==> src/rtl/cheshire_eoc_monitor.sv <==
// cheshire_eoc_monitor: watches per-channel scratch-register writes for
// end-of-computation (EOC) markers. A write whose bit0 is set marks the
// channel done; bits [DataWidth-1:1] are kept as that channel's exit code.
// A run starts with an arm_i pulse and ends in DONE (all channels reported)
// or TIMEOUT (cycle budget exhausted while channels are still pending).
// Optional feature macro: CHESHIRE_EOC_TIMEOUT_EN builds the cycle counter
// and the TIMEOUT exit; without it, RUN can only end in DONE.
//
// Write strobes: wr_valid_i[c] is a one-cycle qualifier with no ready/back-
// pressure; the monitor always accepts a write in the cycle it is presented,
// and it only acts on it in RUN for a channel that has not yet reported.
module cheshire_eoc_monitor #(
  parameter int unsigned NumChannels  = 2,
  parameter int unsigned DataWidth    = 32,
  parameter int unsigned TimeoutWidth = 32
) (
  input  logic                                   clk_i,
  input  logic                                   rst_i,
  input  logic                                   arm_i,
  input  logic [NumChannels-1:0]                 wr_valid_i,
  input  logic [NumChannels*DataWidth-1:0]       wr_data_i,
  input  logic [TimeoutWidth-1:0]                timeout_cycles_i,
  output logic [NumChannels-1:0]                 done_o,
  output logic [NumChannels*(DataWidth-1)-1:0]   exit_code_o,
  output logic                                   busy_o,
  output logic                                   all_done_o,
  output logic                                   fail_o,
  output logic                                   timeout_o,
  output logic                                   irq_o
);

  localparam int unsigned CodeWidth = DataWidth - 1;

  typedef enum logic [1:0] {
    IDLE    = 2'd0,
    RUN     = 2'd1,
    DONE    = 2'd2,
    TIMEOUT = 2'd3
  } state_e;

  state_e                            state_q, state_d;
  logic                              start;
  logic                              expire;
  logic [NumChannels-1:0]            eoc;
  logic [NumChannels-1:0]            done_q, done_d;
  logic [NumChannels*CodeWidth-1:0]  code_q, code_d;
  logic                              irq_q, irq_d;

  // arm_i only starts a run outside RUN; it is ignored while a run is active
  assign start = arm_i && (state_q != RUN);

  // Capture the first EOC per channel; a new run wipes previous results
  always_comb begin
    eoc    = '0;
    done_d = done_q;
    code_d = code_q;
    for (int c = 0; c < NumChannels; c++) begin
      eoc[c] = (state_q == RUN) && wr_valid_i[c] && wr_data_i[c*DataWidth] && !done_q[c];
      if (eoc[c]) begin
        done_d[c]                    = 1'b1;
        code_d[c*CodeWidth +: CodeWidth] = wr_data_i[c*DataWidth+1 +: CodeWidth];
      end
    end
    if (start) begin
      done_d = '0;
      code_d = '0;
    end
  end

`ifdef CHESHIRE_EOC_TIMEOUT_EN
  logic [TimeoutWidth-1:0] cnt_q;

  // Run-length counter: cleared on arm, counts RUN cycles, sticks at all-ones
  always_ff @(posedge clk_i) begin
    if (rst_i) begin
      cnt_q <= '0;
    end else if (start) begin
      cnt_q <= '0;
    end else if ((state_q == RUN) && (cnt_q != '1)) begin
      cnt_q <= cnt_q + TimeoutWidth'(1);
    end
  end

  assign expire = (state_q == RUN) && (timeout_cycles_i != '0) &&
                  (cnt_q == timeout_cycles_i - TimeoutWidth'(1));
`else
  logic unused_timeout;
  assign unused_timeout = ^timeout_cycles_i;
  assign expire         = 1'b0;
`endif

  // State, result and interrupt registers
  always_ff @(posedge clk_i) begin
    if (rst_i) begin
      state_q <= IDLE;
      done_q  <= '0;
      code_q  <= '0;
      irq_q   <= 1'b0;
    end else begin
      state_q <= state_d;
      done_q  <= done_d;
      code_q  <= code_d;
      irq_q   <= irq_d;
    end
  end

  // Next state: completion of every channel beats a simultaneous timeout
  always_comb begin
    state_d = state_q;
    unique case (state_q)
      IDLE:         if (arm_i) state_d = RUN;
      RUN: begin
        if (&done_d)     state_d = DONE;
        else if (expire) state_d = TIMEOUT;
      end
      DONE, TIMEOUT: if (arm_i) state_d = RUN;
      default:       state_d = IDLE;
    endcase
  end

  // Interrupt fires on the edge that enters a terminal state
  always_comb begin
    irq_d = (state_d != state_q) && ((state_d == DONE) || (state_d == TIMEOUT));
  end

  // Status outputs decoded from registered state and results
  always_comb begin
    busy_o      = (state_q == RUN);
    all_done_o  = (state_q == DONE);
`ifdef CHESHIRE_EOC_TIMEOUT_EN
    timeout_o   = (state_q == TIMEOUT);
`else
    timeout_o   = 1'b0;
`endif
    irq_o       = irq_q;
    done_o      = done_q;
    exit_code_o = code_q;
    fail_o      = 1'b0;
    for (int c = 0; c < NumChannels; c++) begin
      if (done_q[c] && (code_q[c*CodeWidth +: CodeWidth] != '0)) fail_o = 1'b1;
    end
  end

endmodule

==> config.mk <==
export PLATFORM = sky130hd
export DESIGN_NAME = cheshire_eoc_monitor
export DESIGN_NICKNAME = d
export VERILOG_FILES = /design/src/rtl/cheshire_eoc_monitor.sv
export SDC_FILE = /design/constraint.sdc
export NUM_CORES = 1
export LEC_CHECK = 0
export CORE_ASPECT_RATIO = 1.5
export CORE_UTILIZATION = 38
export DETAILED_ROUTE_END_ITERATION = 12
export MAX_ROUTING_LAYER = met4
export PLACE_DENSITY = 0.86
export SLEW_MARGIN = 15
export SYNTH_ARGS = -nofsm -noshare
export SYNTH_HDL_FRONTEND = slang
export SYNTH_SLANG_ARGS = --single-unit
==> constraint.sdc <==
create_clock -name clk_i -period 2.9 [get_ports clk_i]
set_input_delay 0.58 -clock clk_i [delete_from_list [all_inputs] [get_ports clk_i]]
set_output_delay 0.58 -clock clk_i [all_outputs]
set_load 0.02 [all_outputs]
==> metrics.yaml, run 1 <==
start_kind: "register"
synthCells: 319
seqCellArea_um2: 1341
cp.required_ns: 2.32
fin_skew_ns: 0.01398
layout.nets: 551
die_h_um: 101.6
gp_congestion: 0.7064
syn_avg_cell_area_um2: 7.880
powerDensity_nw_per_um2: 495.6
synth_area_um2: 2514
postCtsSetupBuffers: 0
rows: 35
start_util: 0.4014
utilization: 0.6585
cts.htree.levels: 3
cts_sinks: 67
ys_seq_elements: 67
final_common_cell: "clkdlybuf4s50_1"
cts_tree: "yes"
yosysUniqueCellTypes: 25
worst-slew-pin-transition_ns: 1.010
period_share: 0.9324
drt_pre_antenna_iters: 4
wl_met2_um: 3757
clk-insertion-delay-late_ns: 0.32
yosys.area_share.simple: 0.2738
cts_hold_buf: 0
peakVddDrop_mv: 0.4474
met3_length_um: 421
finalInstanceArea_um2: 4124
synth_compound_area_frac: 0.1409
finalSetupTns_ns: 0
synth_top_family_by_area: "simple AND/OR/NAND/NOR gates"
hp-class: "register to register"
fmax_ghz: 0.3698
grt.total_usage: 0.2099
dpl-instance-area_um2: 3896
slew_headroom: 0.3269
portBuffers: 136
grt_pass1_vias: 2536
leakage_nw: 1.394
synthAdderAreaFrac: 0
status: "finished, final reports clean"
rsz0062_at_grt: "no"
die_width_um: 68.41
numCtsBuffers: 9
grt-ovfl-total: 0
die-area_um2: 6951
postCtsResizedCells: 0
multi_input_area_um2: 1060
fillers: 534
muxShareOfSynthArea: 0
ys_seq_area_frac: 0.5336
syn_nets: 420
drive_above_1_share: 0.05275
maxCapViolations: 0
area_growth_syn_to_layout_pct: 64.06
antenna_found_initial: 0
drt_iter0_drc: 135
clockRootBuffer: "clkbuf_8"
critical_path_class: "register to primary output"
dpl.hpwl_um: 5047
cp-end-kind: "primary output"
n_antenna_cell: 0
postRouteAntennaNets: 0
period_needed_ns: 2.704
m1WireLength_um: 2683
core_um2: 6262
synth_xor_area_frac: 0
drc: 0
top_layer: "met4"
grt_pass1_wl_um: 10850
wl_per_cell_um: 13.08
clkSlewWorstSetupHoldPaths_ns: 0.07
hold_viol: 0
viasPerCell: 4.917
final_cell_mix: "clkdlybuf4s50_1, nand2_1, dfxtp_1"
arrival_ns: 2.12
final_max_slew_viol_count: 0
wl_um: 6918
worstPathMaxFanout: 3
setup_viol: 0
clock_path_buffers: 2
grt_max_degree: 36
vias: 2601
pin_count: 170
synth_warnings: 0
[per-layer routing]
layer  up-vias  track usage
met5         -            -
met4         0      0.07372
met3         7      0.04279
met2        85       0.3891
met1      1185       0.2068
li1       1324            -
[path summary, 6_finish.rpt]
check	startpoint	end	slack, ns	cells past startpoint
worst min register to register	exit_code_o[47]	exit_code_o[47]	0.47	2
worst max-delay path	exit_code_o[32]	fail_o	0.20	5
worst min-delay path	exit_code_o[47]	exit_code_o[47]	0.47	2
worst max register to register	state_q[0]	exit_code_o[48]	1.18	4
[registers in the layout, indices dropped and copies added (netlist names)]
| name | cells |
|---|---|
| exit_code_o | 62 |
| done_o | 2 |
| state_q | 2 |
| irq_o | 1 |
[cells in the mapped netlist]
cell type	instances	area share
or2_1	1	0.0025
a31oi_1	1	0.0025
buf_4	1	0.0030
o21ai_0	4	0.0080
nand4_1	4	0.010
nand3b_1	1	0.0030
nand2_1	127	0.19
buf_2	14	0.028
buf_6	3	0.013
a21o_1	1	0.0030
clkbuf_1	3	0.0045
or3_1	1	0.0025
nor3b_1	1	0.0030
nand2b_4	1	0.0055
dfxtp_1	67	0.53
nor3_1	3	0.0060
nor2b_1	1	0.0025
nor2_1	2	0.0030
nor3_2	1	0.0040
nor3b_2	1	0.0050
inv_1	1	0.0015
a21oi_1	64	0.13
and2_1	1	0.0025
nor4_1	14	0.035
conb_1	1	0.0015
[where the power goes]
part,switching [mW],total (mW),internal (mW)
Clock,0.333,0.863,0.531
Sequential,0.0122,0.946,0.934
Combinational,0.103,0.234,0.131
Total,0.448,2.04,1.60
[metrics by stage]
step                total power [mW]  setup slack [ns]  cells  hold WS [ns]
detailed placement             1.202            0.5410    513        0.4631
global route                   2.126           0.06672    529        0.4943
floorplan                      1.061             1.265    319        0.4960
finish                         2.044            0.1961    529        0.4720
CTS                            2.066            0.1846    529        0.4729
global placement               1.200            0.5608    513        0.4555
[cell type report]
cell class              count  area share
flip-flops and latches     67      0.3252
repair buffers            141      0.3392
inverters                   1   0.0009102
multi-input cells         230      0.2570
clock inverters             4     0.01760
clock buffers              12     0.03762
well taps                  74     0.02245
[logic make-up (layout without fill, tap and decap cells)]
| group | after synthesis | after routing |
|---|---|---|
| compound gates | 70 | 70 |
| buf+inv | 22 | 158 |
| flops | 67 | 67 |
| other cells | 1 | 1 |
| simple gates | 159 | 159 |
[worst max-delay path, cell delays in order (launching register included)]
cell and delay (ns):
dfxtp_1 0.33, nor4_1 0.40, nand4_1 0.21, o21ai_0 0.24, nand2_1 0.07, clkdlybuf4s50_1 0.56
Power figures use the tool's default switching activity.
==> run 2, diff against run 1 <==
--- a/config.mk
+++ b/config.mk
@@ -6,10 +6,10 @@
 export NUM_CORES = 1
 export LEC_CHECK = 0
 export CORE_ASPECT_RATIO = 1.5
-export CORE_UTILIZATION = 38
+export CORE_UTILIZATION = 35
 export DETAILED_ROUTE_END_ITERATION = 12
 export MAX_ROUTING_LAYER = met4
-export PLACE_DENSITY = 0.86
+export PLACE_DENSITY = 0.8
 export SLEW_MARGIN = 15
 export SYNTH_ARGS = -nofsm -noshare
 export SYNTH_HDL_FRONTEND = slang
==> constraint.sdc (replaced) <==
create_clock -name clk_i -period 3 [get_ports clk_i]
set_input_delay 0.6 -clock clk_i [delete_from_list [all_inputs] [get_ports clk_i]]
set_output_delay 0.6 -clock clk_i [all_outputs]
set_load 0.02 [all_outputs]
==> run 2 against run 1 <==
Against the previous run:
- the flow now finishes with violations (design-rule violations)
- largest cell class unchanged
- final cell count is 0.57% higher
- clock power is 28% lower
- worst setup slack improved by 0.11 ns
- global-route usage shrank 1.7 points
==> metrics.yaml, run 2 (same netlist as run 1, synthesis figures left out) <==
pin_count: 170  # unchanged
cts_hold_buf: 0  # unchanged
fin_skew_ns: 0.005140  # was 0.01398 ns
maxCapViolations: 0  # unchanged
viasPerCell: 4.835  # was 4.917
postCtsSetupBuffers: 0  # unchanged
start_kind: "register"  # unchanged
numCtsBuffers: 9  # unchanged
drive_above_1_share: 0.04846  # was 0.05275
final_common_cell: "clkdlybuf4s50_1"  # unchanged
core_um2: 6898  # was 6262 µm²
grt_max_degree: 36  # unchanged
n_antenna_cell: 0  # unchanged
cts_sinks: 67  # unchanged
critical_path_class: "register to primary output"  # unchanged
worstPathMaxFanout: 3  # unchanged
clk-insertion-delay-late_ns: 0.32  # about the same
postRouteAntennaNets: 0  # unchanged
die_h_um: 105.8  # was 101.6 µm
period_needed_ns: 2.694
cts_tree: "yes"  # unchanged
cts.htree.levels: 3  # unchanged
antenna_found_initial: 0  # unchanged
gp_congestion: 0.7597  # was 0.7064
wl_um: 6955  # was 6918 µm
grt.total_usage: 0.1928  # was 0.2099
grt-ovfl-total: 0  # unchanged
rsz0062_at_grt: "no"  # unchanged
largest_register_ffs: 62  # unchanged
postCtsResizedCells: 0  # unchanged
rows: 37  # was 35
whs_path_depth: 2  # unchanged
layout.nets: 551  # unchanged
final_cell_mix: "clkdlybuf4s50_1, nand2_1, dfxtp_1"  # unchanged
dpl.hpwl_um: 5045  # was 5047 µm
violations: "design-rule violations"
drt_iter0_drc: 110  # was 135
die_width_um: 71.20  # was 68.41 µm
clock_path_buffers: 2  # unchanged
hp-class: "register to register"  # unchanged
period_share: 0.8980
vias: 2572  # was 2601
setup_viol: 0  # unchanged
portBuffers: 136  # unchanged
wl_per_cell_um: 13.07  # was 13.08 µm
power_mw: 1.766  # was 2.044 mW
grt_pass1_wl_um: 11180  # was 10850 µm
clockRootBuffer: "clkbuf_8"  # unchanged
die-area_um2: 7532  # was 6951 µm²
cp.required_ns: 2.40  # was 2.32 ns
final_max_slew_viol_count: 0  # unchanged
grt_pass1_vias: 2510  # was 2536
area_growth_syn_to_layout_pct: 61.57  # was 64.06%
arrival_ns: 2.09  # was 2.12 ns
drt_pre_antenna_iters: 8  # was 4
cp-end-kind: "primary output"  # unchanged
drc: 11  # was 0
slew_headroom: 0.3256  # was 0.3269
powerDensity_nw_per_um2: 434.7  # was 495.6 nW/µm²
start_util: 0.3644  # was 0.4014
finalSetupTns_ns: 0  # unchanged
fmax_ghz: 0.3712
ff2ff_path_depth: 4  # unchanged
clkSlewWorstSetupHoldPaths_ns: 0.06  # was 0.07 ns
leakage_nw: 1.367  # was 1.394 nW
peakVddDrop_mv: 0.2939  # was 0.4474 mV
status: "finished with violations"  # was finished, final reports clean
worst-slew-pin-transition_ns: 1.012  # was 1.010 ns
hold_viol: 0  # unchanged
-- run 2: worst paths after layout --
kind | from | end | slack, ns
setup / recovery | exit_code_o[8] | fail_o | 0.31
hold / removal | exit_code_o[31] | exit_code_o[31] | 0.47
setup reg to reg | state_q[0] | exit_code_o[37] | 1.28
hold reg to reg | exit_code_o[31] | exit_code_o[31] | 0.47
-- run 2: worst max-delay path, cell delays in order, from the launching register on --
cell	delay (ns)
dfxtp_1	0.32
nor4_1	0.34
nand4_1	0.18
o21ai_0	0.28
nand2_1	0.10
clkdlybuf4s50_1	0.54
-- run 2: cell type report --
cell class / count / area [µm²]
well taps: 78 / 97.59
repair buffers: 141 / 1399
inverters: 1 / 3.754
clock inverters: 3 / 15.01
clock buffers: 12 / 145.1
flip-flops and latches: 67 / 1341
fillers: 627 / 2836
multi-input cells: 230 / 1060
-- run 2: stage by stage --
stage          hold slack [ns]  std cells  utilization  setup WS, ns  cell area [µm²]
3_5_place_dp            0.4618        517       0.5656        0.6188             3901
5_1_grt                 0.4912        532       0.5888        0.1380             4061
3_3_place_gp            0.4566        517       0.5656        0.6470             3901
6_report                0.4668        532       0.5888        0.3061             4061
2_1_floorplan           0.4960        319            -         1.345             2514
4_1_cts                 0.4705        532       0.5888        0.2540             4061
-- run 2: where the power goes --
group / internal (mW) / total [mW] / switching (mW) / leakage [nW]
Clock: 0.314 / 0.624 / 0.309 / 0.0860
Sequential: 0.903 / 0.915 / 0.0117 / 0.541
Combinational: 0.127 / 0.227 / 0.0999 / 0.740
-- run 2: routing by layer --
layer / GRT usage / vias up / share of wire
li1: - / 1319 / -
met1: 0.1975 / 1155 / 0.40
met2: 0.3463 / 89 / 0.52
met3: 0.04207 / 9 / 0.063
met4: 0.08429 / 0 / 0.015
met5: - / - / 0
==> run 3, diff against run 2 <==
--- a/config.mk
+++ b/config.mk
@@ -9,7 +9,7 @@
 export CORE_UTILIZATION = 35
 export DETAILED_ROUTE_END_ITERATION = 12
 export MAX_ROUTING_LAYER = met4
-export PLACE_DENSITY = 0.8
+export PLACE_DENSITY = 0.86
 export SLEW_MARGIN = 15
 export SYNTH_ARGS = -nofsm -noshare
 export SYNTH_HDL_FRONTEND = slang
==> run 3 against run 2 <==
Against the previous run:
- the run still ends with design-rule violations left
- largest power group unchanged
- non-clock buffer count unchanged
- sequential cell count unchanged
- clock power increased by 44%
- final area increased by 2.0%
- register-to-register slack improved by 0.02 ns
- worst hold slack improved by 0.0064 ns
- highest routed layer unchanged
- critical path depth unchanged
- worst setup slack improved by 0.029 ns
- die area unchanged
- sequential share of layout area decreased by 0.66 points
- via count about the same
- clock skew increased by 0.0019 ns
- critical path type unchanged
==> metrics.yaml, run 3 (same netlist as run 1, synthesis figures left out) <==
period_share: 0.8884  # was 0.8980
leakage_nw: 1.398  # was 1.367 nW
postCtsSetupBuffers: 0  # unchanged
powerDensity_nw_per_um2: 491.9  # was 434.7 nW/µm²
finalSetupTns_ns: 0  # unchanged
start_kind: "register"  # unchanged
start_util: 0.3644  # unchanged
die-area_um2: 7532  # unchanged
cts_hold_buf: 0  # unchanged
cp.required_ns: 2.40  # about the same
slew_headroom: 0.3305  # was 0.3256
grt.total_usage: 0.1942  # was 0.1928
dpl.hpwl_um: 5217  # was 5045 µm
core_um2: 6898  # unchanged
final_cell_mix: "clkdlybuf4s50_1, nand2_1, dfxtp_1"  # unchanged
hp-class: "register to register"  # unchanged
fmax_ghz: 0.3752  # was 0.3712 GHz
fin_skew_ns: 0.007027  # was 0.005140 ns
clk-insertion-delay-late_ns: 0.32  # about the same
crit_cells: 5  # unchanged
cts_tree: "yes"  # unchanged
postRouteAntennaNets: 0  # unchanged
worstPathCellList: "nor4_1 -> nand4_1 -> o21ai_0 -> nand2_1 -> clkdlybuf4s50_1"  # unchanged
violations: "design-rule violations"  # unchanged
postCtsResizedCells: 0  # unchanged
clkSlewWorstSetupHoldPaths_ns: 0.07  # was 0.06 ns
grt_pass1_vias: 2501  # was 2510
clockRootBuffer: "clkbuf_8"  # unchanged
grt_max_degree: 32  # was 36
final_common_cell: "clkdlybuf4s50_1"  # unchanged
die_width_um: 71.20  # unchanged
path_buf_inv: 1  # unchanged
ff2ff_path_depth: 4  # unchanged
setup_ws_ns: 0.3347  # was 0.3061 ns
gp_congestion: 0.7731  # was 0.7597
cp_slowest_cell: "clkdlybuf4s50_1"  # unchanged
drc: 11  # unchanged
cp-end-kind: "primary output"  # unchanged
whs_path_depth: 2  # unchanged
multi_input_area_um2: 1060  # unchanged
n_antenna_cell: 0  # unchanged
hold_slack_ns: 0.4732  # was 0.4668 ns
crit_path_max_incr_delay_ns: 0.55  # was 0.54 ns
vias: 2574  # was 2572
crit_family: "simple AND/OR/NAND/NOR gates"  # unchanged
setup_viol: 0  # unchanged
wl_per_cell_um: 13.13  # was 13.07 µm
wl_um: 6997  # was 6955 µm
cts_sinks: 67  # unchanged
worst-slew-pin-transition_ns: 1.004  # was 1.012 ns
arrival_ns: 2.07  # was 2.09 ns
dp_cells: 517  # unchanged
hold_viol: 0  # unchanged
drt_iter0_drc: 108  # was 110
dpl-instance-area_um2: 3901  # unchanged
grt-ovfl-total: 0  # unchanged
place_ws_ns: 0.6136  # was 0.6188 ns
cts.htree.levels: 3  # unchanged
period_needed_ns: 2.665  # was 2.694 ns
drt_pre_antenna_iters: 8  # unchanged
worstPathMaxFanout: 3  # unchanged
final_cells: 533  # was 532
peakVddDrop_mv: 0.5663  # was 0.2939 mV
portBuffers: 136  # unchanged
clock_path_buffers: 2  # unchanged
seqCellArea_um2: 1341  # unchanged
grt_pass1_wl_um: 11320  # was 11180 µm
drive_above_1_share: 0.05055  # was 0.04846
final_max_slew_viol_count: 0  # unchanged
numCtsBuffers: 9  # unchanged
critical_path_class: "register to primary output"  # unchanged
rsz0062_at_grt: "no"  # unchanged
viasPerCell: 4.829  # was 4.835
fillers: 623  # was 627
rows: 37  # unchanged
area_growth_syn_to_layout_pct: 64.86  # was 61.57%
layout.nets: 551  # unchanged
largest_register_ffs: 62  # unchanged
die_h_um: 105.8  # unchanged
status: "finished with violations"  # unchanged
antenna_found_initial: 0  # unchanged
finalInstanceArea_um2: 4144  # was 4061 µm²
maxCapViolations: 0  # unchanged
pin_count: 170  # unchanged
==> run 3: cell count changes in the layout (fill, tap and decap cells not counted) <==
cell and delta:
bufinv_16 +3, clkinv_2 -3, clkinvlp_4 +1
==> run 3: area by class of cell <==
cell class                      instances  share of cell area
Multi-Input combinational cell        230              0.2557
Clock inverter                          4             0.02355
Timing Repair Buffer                  141              0.3376
Tap cell                               78             0.02355
Clock buffer                           12             0.03502
Sequential cell                        67              0.3237
Inverter                                1           0.0009058
==> run 3: routing by layer <==
layer	routed length (µm)	track usage	up-vias
li1	-	-	1322
met5	0	-	-
met3	400	0.05449	2
met1	2778	0.1994	1161
met2	3790	0.3558	89
met4	28	0.05143	0
==> run 3: power by group <==
part	internal, mW	leakage (nW)	total [mW]	switching, mW
registers	0.903	0.541	0.915	0.0118
clock network	0.576	0.117	0.898	0.322
logic	0.127	0.740	0.225	0.0989
==> run 3: final timing paths <==
check / end / slack [ns] / from
setup / recovery: fail_o / 0.33 / exit_code_o[3]
hold / removal: exit_code_o[2] / 0.47 / exit_code_o[2]
setup reg to reg: exit_code_o[37] / 1.30 / state_q[1]
hold reg to reg: exit_code_o[2] / 0.47 / exit_code_o[2]
==> run 3: worst register-to-register path, stage by stage (launching register included) <==
cell and delay [ns]:
dfxtp_1 0.34, nand2b_4 0.18, or3_1 0.78, nand2_1 0.15
a21oi_1 0.18
==> run 3: through the flow <==
step | utilization | total power, mW
floorplan | - | 1.026
global placement | 0.5656 | 1.160
detailed placement | 0.5656 | 1.162
CTS | 0.6008 | 2.058
global route | 0.6008 | 2.124
finish | 0.6008 | 2.038
